===== src/rtl/mem_load_unit_pkg.sv =====
// Shared load-unit types: load widths, FSM state codes and the alignment rule.
package mem_load_unit_pkg;

   typedef enum logic [2:0] {
      LOAD_BYTE   = 3'b000,
      LOAD_HALF   = 3'b001,
      LOAD_WORD   = 3'b010,
      LOAD_BYTE_U = 3'b100,
      LOAD_HALF_U = 3'b101
   } load_t;

   localparam logic [2:0] ST_IDLE  = 3'd0;
   localparam logic [2:0] ST_REQ   = 3'd1;
   localparam logic [2:0] ST_WAIT  = 3'd2;
   localparam logic [2:0] ST_DONE  = 3'd3;
   localparam logic [2:0] ST_DRAIN = 3'd4;

   // fun3[1:0] selects the access size; 011/110/111 fall into the word case.
   function automatic logic is_misaligned(input logic [2:0] fun3, input logic [1:0] off);
      logic mis;
      case (fun3[1:0])
         2'b00:   mis = 1'b0;
         2'b01:   mis = off[0];
         default: mis = |off;
      endcase
      return mis;
   endfunction

endpackage


===== src/rtl/mem_load_unit_align_ext.sv =====
// Combinational byte/halfword lane select and sign/zero extension of a read word.
module load_align_ext
   import mem_load_unit_pkg::*;
(
   input  logic [31:0] rdata_i,
   input  logic [1:0]  off_i,
   input  logic [2:0]  fun3_i,
   output logic [31:0] data_o
);

   logic [7:0]  byte_v;
   logic [15:0] half_v;
   logic        sign_en;

   always_comb begin
      byte_v  = rdata_i[{off_i, 3'b000} +: 8];
      half_v  = rdata_i[{off_i[1], 4'b0000} +: 16];
      sign_en = ~fun3_i[2];
      case (fun3_i[1:0])
         2'b00:   data_o = {{24{sign_en & byte_v[7]}}, byte_v};
         2'b01:   data_o = {{16{sign_en & half_v[15]}}, half_v};
         default: data_o = rdata_i;
      endcase
   end

endmodule


===== src/rtl/mem_load_unit.sv =====
// MEM-stage load port: issues one word read on the data bus, extracts the addressed
// lane, stalls the pipeline while the read is outstanding and reports bus timeouts.
module mem_load_unit
   import mem_load_unit_pkg::*;
#(
   parameter int TIMEOUT_CYCLES = 255,
   parameter int CNT_W          = 8
) (
   input  logic        clk,
   input  logic        reset,
   input  logic        req_valid_i,
   input  logic [31:0] req_addr_i,
   input  logic [2:0]  req_fun3_i,
   input  logic [4:0]  req_rd_i,
   input  logic        flush_i,
   output logic        stall_o,
   output logic        rsp_valid_o,
   output logic [31:0] rsp_data_o,
   output logic [4:0]  rsp_rd_o,
   output logic        misalign_o,
   output logic        bus_err_o,
   output logic        mem_req_o,
   output logic [31:0] mem_addr_o,
   input  logic        mem_ready_i,
   input  logic        mem_rvalid_i,
   input  logic [31:0] mem_rdata_i,
   output logic [2:0]  dbg_state_o
);

   // Bus handshake: a read is accepted on a cycle with mem_req_o & mem_ready_i; mem_req_o and
   // mem_addr_o stay stable until then. Exactly one mem_rvalid_i pulse follows each accepted
   // read, at least one cycle later; rsp_valid_o is a single-cycle pulse with no back-pressure.

   logic [2:0]       state_q, state_d;
   logic [31:0]      addr_q, addr_d;
   logic [2:0]       fun3_q, fun3_d;
   logic [4:0]       rd_q, rd_d;
   logic [CNT_W-1:0] cnt_q, cnt_d;
   logic             err_q, err_d;
   logic             drain_q, drain_d;
   logic [31:0]      rsp_data_q, rsp_data_d;
   logic [4:0]       rsp_rd_q, rsp_rd_d;
   logic [31:0]      ext_data;
   logic             req_aligned;
   logic             timeout_hit;

   load_align_ext u_align (
      .rdata_i (mem_rdata_i),
      .off_i   (addr_q[1:0]),
      .fun3_i  (fun3_q),
      .data_o  (ext_data)
   );

   assign req_aligned = ~is_misaligned(req_fun3_i, req_addr_i[1:0]);
   assign timeout_hit = (cnt_q == CNT_W'(TIMEOUT_CYCLES - 1));

   always_comb begin
      state_d    = state_q;
      addr_d     = addr_q;
      fun3_d     = fun3_q;
      rd_d       = rd_q;
      cnt_d      = cnt_q;
      err_d      = err_q;
      drain_d    = drain_q;
      rsp_data_d = rsp_data_q;
      rsp_rd_d   = rsp_rd_q;
      case (state_q)
         ST_IDLE: begin
            if (req_valid_i && req_aligned && !flush_i) begin
               state_d = ST_REQ;
               addr_d  = req_addr_i;
               fun3_d  = req_fun3_i;
               rd_d    = req_rd_i;
               cnt_d   = '0;
            end
         end
         ST_REQ: begin
            cnt_d = cnt_q + CNT_W'(1);
            if (flush_i) begin
               state_d = mem_ready_i ? ST_DRAIN : ST_IDLE;
            end else if (timeout_hit) begin
               // A read accepted on the timeout cycle still owes a response; drain it later.
               state_d    = ST_DONE;
               err_d      = 1'b1;
               drain_d    = mem_ready_i;
               rsp_data_d = '0;
               rsp_rd_d   = rd_q;
            end else if (mem_ready_i) begin
               state_d = ST_WAIT;
            end
         end
         ST_WAIT: begin
            cnt_d = cnt_q + CNT_W'(1);
            if (mem_rvalid_i) begin
               if (flush_i) begin
                  state_d = ST_IDLE;
               end else begin
                  state_d    = ST_DONE;
                  err_d      = 1'b0;
                  drain_d    = 1'b0;
                  rsp_data_d = ext_data;
                  rsp_rd_d   = rd_q;
               end
            end else if (flush_i) begin
               state_d = ST_DRAIN;
            end else if (timeout_hit) begin
               state_d    = ST_DONE;
               err_d      = 1'b1;
               drain_d    = 1'b1;
               rsp_data_d = '0;
               rsp_rd_d   = rd_q;
            end
         end
         ST_DONE: begin
            drain_d = 1'b0;
            state_d = (drain_q && !mem_rvalid_i) ? ST_DRAIN : ST_IDLE;
         end
         ST_DRAIN: begin
            if (mem_rvalid_i) state_d = ST_IDLE;
         end
         default: state_d = ST_IDLE;
      endcase
   end

   always_ff @(posedge clk or posedge reset) begin
      if (reset) begin
         state_q    <= ST_IDLE;
         addr_q     <= '0;
         fun3_q     <= '0;
         rd_q       <= '0;
         cnt_q      <= '0;
         err_q      <= 1'b0;
         drain_q    <= 1'b0;
         rsp_data_q <= '0;
         rsp_rd_q   <= '0;
      end else begin
         state_q    <= state_d;
         addr_q     <= addr_d;
         fun3_q     <= fun3_d;
         rd_q       <= rd_d;
         cnt_q      <= cnt_d;
         err_q      <= err_d;
         drain_q    <= drain_d;
         rsp_data_q <= rsp_data_d;
         rsp_rd_q   <= rsp_rd_d;
      end
   end

   assign mem_req_o   = (state_q == ST_REQ);
   assign mem_addr_o  = {addr_q[31:2], 2'b00};
   assign rsp_valid_o = (state_q == ST_DONE) && !flush_i;
   assign bus_err_o   = rsp_valid_o && err_q;
   assign rsp_data_o  = rsp_data_q;
   assign rsp_rd_o    = rsp_rd_q;
   assign misalign_o  = (state_q == ST_IDLE) && req_valid_i && !req_aligned;
   assign stall_o     = ((state_q == ST_IDLE) && req_valid_i && req_aligned)
                      || (state_q == ST_REQ) || (state_q == ST_WAIT)
                      || ((state_q == ST_DRAIN) && req_valid_i);
   assign dbg_state_o = state_q;

endmodule


===== config.mk =====
export PLATFORM = sky130hd
export DESIGN_NAME = mem_load_unit
export DESIGN_NICKNAME = d
export VERILOG_FILES = /design/src/rtl/mem_load_unit_pkg.sv /design/src/rtl/mem_load_unit_align_ext.sv /design/src/rtl/mem_load_unit.sv
export SDC_FILE = /design/constraint.sdc
export NUM_CORES = 1
export LEC_CHECK = 0
export CAP_MARGIN = 20
export CORE_MARGIN = 2
export CORE_UTILIZATION = 40
export CTS_BUF_LIST = sky130_fd_sc_hd__clkbuf_8
export DETAILED_ROUTE_END_ITERATION = 7
export PLACE_DENSITY = 0.71
export SLEW_MARGIN = 20
export SYNTH_ARGS = -nofsm -noshare
export SYNTH_HDL_FRONTEND = slang
export SYNTH_SLANG_ARGS = --single-unit

===== constraint.sdc =====
create_clock -name clk -period 5.1 [get_ports clk]
set_input_delay 1.02 -clock clk [delete_from_list [all_inputs] [get_ports clk]]
set_output_delay 1.02 -clock clk [all_outputs]
set_load 0.03 [all_outputs]

==> metrics.txt, run 1 <==
PD cells=602 nW/um2; Worst-Margin Slew=1.10 ns; setup TNS=0 ns; Mean Syn Cell Area=9.54 um2; hold slack=0.474 ns; Top FF cell, synth=dfrtp_1; type of the most critical hold path=register to register; Final Hold Fails=0; hpwl dp=8600 um; Max Freq=262 MHz; Post-synth EDFFs=0; global route total overflow=0; die height=112 um; total power after layout=3.73 mW; fin nets=674; final wirelength=12,500 um; design area=6190 um2; CTS tree=built; CTS Buf Count=9; DR pass1 iterations=4; wire length per cell=16.8 um; Core Footprint=11,400 um2; initial cell density of the core=40.9%; count of input and output buffers=152; CP Data Arrival Time=2.79 ns; Final Cycle Share=74.8%; Post CTS Setup Buffer Count=0; CP most frequent cell=clkdlybuf4s50_1; critical path's slowest cell=clkdlybuf4s50_1; CP Cell Sequence=clkdlybuf4s50_1, nor3_1, and2_1, clkdlybuf4s50_1; Clk pin slew, worst setup/hold paths=0.08 ns; Final Util=54.3%; initial antenna violation count=0; # diodes=0; RSZ-0062 raised after global routing=no; CP required=4.08 ns; DRC=0; CP max FO=10; via count=3,982; Peak VDD IR=0.000281 V; ratio of cells with drive above 1 in the final layout=6.51%; CTS H-tree depth=3; post-CTS sizing=0; Max-slew headroom=26.5%; cells after synthesis=490; Setup CP Type=input pin to output port; Hold-fix buffers, CTS=0; CP max stage delay=0.67 ns; largest net degree at the start of global routing=52; distinct cell type count after synthesis=54; Clock Sinks=90; Clock Skew=0.0157 ns; Tot GR Track Use=19.8%; crit path time final=3.81 ns; Startpoint Class=input pin; num ports=155; drt initial violations=415; FF-to-FF setup slack=2.44 ns; via/cell ratio=5.37; Max Cap Violations=0; Synthesis Warnings=0; max-slew violation count=0; area grow syn2layout=32.5%; sequential share of the synthesized area=48.2%; Setup Viol. Count Final=0; first-pass GRT wire length=20,100 um; gp weighted congestion=0.867; status=finished, final reports clean; worst skew pair latency=0.37 ns; placed cell area=6000 um2; clock root buffer=clkbuf_8; row cnt=39; static leakage=2.63 nW; Final ANT Viol Nets=0; maximum clock path buffer count=2; vias in the first global route=3,907; full die area=12,600 um2; ys async rst share=100%; #FFs+latches synth=90; Worst Setup End Kind=output port; Synth Cell Area=4670 um2; number of fillers in the final layout=1,056; Chip Width=112 um
-- cells by family after synthesis --
logic type	count (synthesis)	synth area share [%]
buf+inv	69	9.02
fa+ha+maj	2	0.535
simple gates	196	19.9
other cells	1	0.0802
flops	90	48.2
xor+xnor	1	0.187
compound gates	113	17.7
mux	18	4.39
-- layout by cell type (no fill, tap or decap), types with 3 or more instances in the layout --
cell type,Yosys,layout
or4_1,4,4
clkbuf_8,0,9
nand4_1,3,3
inv_1,6,8
nor3b_1,4,4
nand2b_1,9,9
dfrtp_1,90,90
a22oi_1,20,20
nand2_1,131,131
clkdlybuf4s50_1,0,152
o2bb2ai_1,23,23
mux2i_1,7,7
and2_1,3,3
o21ai_0,23,23
a32o_1,8,8
a21oi_1,20,20
nor2b_1,4,4
nor2_1,10,9
buf_4,38,3
or3_1,10,10
o31ai_1,5,5
mux2_2,10,10
-- path summary, 6_finish.rpt --
path                                      from            end  depth (start not counted)
min in group asynchronous                reset  rsp_data_o[0]                          2
worst max-delay path                   flush_i      bus_err_o                          4
worst min-delay path                   rd_q[2]        rd_q[2]                          2
worst min register to register         rd_q[2]        rd_q[2]                          2
max in group asynchronous                reset       cnt_q[1]                          3
worst max register to register  dbg_state_o[1]    rsp_rd_o[3]                          4
-- critical path: cells and delay by family --
family	cells	cell delay, ns
buf+inv	2	1.29
simple gates	2	0.49
-- final cells by class --
cell class,count,area (um2),share of cell area [%]
Sequential cell,90,2250,36.4
Multi-Input combinational cell,332,2010,32.4
Timing Repair Buffer,155,1540,24.9
Tap cell,143,179,2.89
Clock buffer,9,124,2.00
Clock inverter,7,63.8,1.03
Inverter,6,23.8,0.384
-- state kept, by name (all words and copies together) (netlist names) --
signal,count
err_q,1
fun3_q,3
rsp_data_o,32
rsp_rd_o,5
rd_q,5
dbg_state_o,3
drain_q,1
cnt_q,8
addr_q,32
-- synth_stat cells, drive strengths merged (2+ instances only) --
master / count / area share, %
nor4b: 2 / 0.70
nand3: 2 / 0.21
ha: 2 / 0.54
a22oi: 20 / 3.2
dfrtp: 90 / 48
nand4: 3 / 0.40
or4: 4 / 0.64
inv: 6 / 0.48
clkbuf: 13 / 1.0
o31ai: 5 / 0.80
nor2: 10 / 0.80
and2: 3 / 0.40
buf: 50 / 7.5
nor2b: 4 / 0.54
or3: 10 / 1.3
o21ai: 24 / 2.6
a32o: 8 / 1.7
and4: 2 / 0.37
nor3b: 4 / 0.64
a21oi: 22 / 2.8
mux2: 10 / 2.4
nand4b: 2 / 0.37
o2bb2ai: 23 / 4.3
nand2b: 10 / 1.5
mux2i: 7 / 1.5
nand2: 131 / 11
o22ai: 2 / 0.27
nor3: 3 / 0.43
-- metrics by stage --
stage | std cells | worst slack, ns
detailed placement | 726 | 1.30
finish | 742 | 1.29
floorplan | 491 | 1.74
CTS | 742 | 1.30
global route | 742 | 1.22
global placement | 726 | 1.39
-- layer usage --
layer	up-vias	part of all wire (%)	global-route usage, %
met3	19	7.2	4.97
met2	145	47	32.0
met4	0	2.1	7.72
li1	1891	-	-
met5	-	0	0
met1	1927	43	25.7
-- power by group --
group	total (mW)	leakage [nW]	internal (mW)	switching, mW
combinational	1.98	1.38	0.849	1.14
sequential	1.27	1.14	1.01	0.259
clock	0.476	0.107	0.222	0.253
total	3.73	2.63	2.08	1.65
Power figures use the tool's default switching activity.
==> run 2, diff against run 1 <==
Clock period 5.1 ns to 3.95 ns, I/O delays scaled along.
==> metrics.txt, run 2 (synthesized netlist as in run 1, its figures left out) <==
status=finished, final reports clean; placed cell area=6050 um2; cell total after placement=730; area occupied by multi-input gates=2010 um2; # diodes=0; Post CTS Setup Buffer Count=0; Clk pin slew, worst setup/hold paths=0.09 ns; Hold-fix buffers, CTS=0; worst skew pair latency=0.35 ns; via/cell ratio=5.42; number of fillers in the final layout=1,033; most common cell after layout, fill and taps aside=clkdlybuf4s50_1; clock root buffer=clkbuf_8; RSZ-0062 raised after global routing=no; Final Util=55.1%; first-pass GRT wire length=20,400 um; initial cell density of the core=40.9%; maximum clock path buffer count=2; setup TNS=0 ns; max-slew violation count=0; Setup Viol. Count Final=0; Worst Setup End Kind=output port; hpwl dp=8690 um; Clock Skew=0.00947 ns; drt initial violations=355; CTS H-tree depth=3; Tot GR Track Use=19.8%; wire length per cell=16.5 um; die height=112 um; worst setup margin=0.537 ns; row cnt=39; initial antenna violation count=0; global route total overflow=0; Final ANT Viol Nets=0; CP max stage delay=0.81 ns; gp weighted congestion=0.885; CTS Buf Count=9; vias in the first global route=4,026; full die area=12,600 um2; fin nets=678; via count=4,037; num ports=155; Max Freq=293 MHz; final wirelength=12,300 um; Clock Sinks=90; design area=6290 um2; Final Cycle Share=86.4%; critical path's slowest cell=dfrtp_1; CP delay by family, top=flip-flops; DRC=0; CTS tree=built; Core Footprint=11,400 um2; PD cells=790 nW/um2; Final Instance Count excl. Fillers=745; CP Data Arrival Time=2.62 ns; largest net degree at the start of global routing=53; sequential cell area=2250 um2; crit path time final=3.41 ns; Max-slew headroom=36.1%; post-CTS sizing=0; static leakage=2.67 nW; count of input and output buffers=152; DR pass1 iterations=5; Max Cap Violations=0; ratio of cells with drive above 1 in the final layout=7.31%; Setup CP Type=register to output port; area grow syn2layout=34.5%; CP Cell Sequence=nand2_1, nor3_1, and2_1, clkdlybuf4s50_1; CP required=3.16 ns; Final Hold Fails=0; total power after layout=4.97 mW; commonest non-fill, non-tap cells in the layout=clkdlybuf4s50_1 (152), nand2_1 (131), dfrtp_1 (90), o21ai_0 (23), o2bb2ai_1 (23); hold slack=0.471 ns; CP bufs+invs=1; Chip Width=112 um; Startpoint Class=register; Setup WS pre-CTS=0.621 ns; Peak VDD IR=0.000379 V; Worst-Margin Slew=0.959 ns; CP max FO=21; type of the most critical hold path=register to register
## run 2: report_power, final
group / leakage, nW / internal, mW / switching, mW
registers: 1.14 / 1.31 / 0.332
clock network: 0.118 / 0.433 / 0.323
logic: 1.41 / 1.11 / 1.47
total: 2.67 / 2.85 / 2.12
## run 2: final timing paths
path                                 from              to  slack [ns]  depth (start not counted)
hold / removal                    rd_q[1]         rd_q[1]        0.47                          2
setup reg to reg           dbg_state_o[2]   rsp_data_o[7]        1.59                          6
setup / recovery           dbg_state_o[1]       bus_err_o        0.54                          4
min in group asynchronous           reset  rsp_data_o[20]        0.93                          2
max in group asynchronous           reset       addr_q[2]        2.28                          3
hold reg to reg                   rd_q[1]         rd_q[1]        0.47                          2
## run 2: layout make-up
type | count | share of cell area, %
sequential | 90 | 35.8
multi-input combinational | 332 | 31.9
timing repair buffer | 159 | 25.2
tap | 143 | 2.85
clock buffer | 10 | 2.19
clock inverter | 5 | 1.63
inverter | 6 | 0.378
## run 2: metal layers
layer / global-route usage, % / routed length (um) / vias to the layer above
li1: - / - / 1911
met1: 26.1 / 5390 / 1937
met2: 32.0 / 5710 / 163
met3: 4.75 / 911 / 26
met4: 7.56 / 309 / 0
met5: 0 / 0 / -
## run 2: worst register-to-register path, cell delays in order, from the launching register on
cell and delay [ns]:
dfrtp_1 0.83, nand2b_4 0.30, nor4b_4 0.06, buf_4 0.24, a21oi_4 0.28, buf_4 0.40, a22o_1 0.21
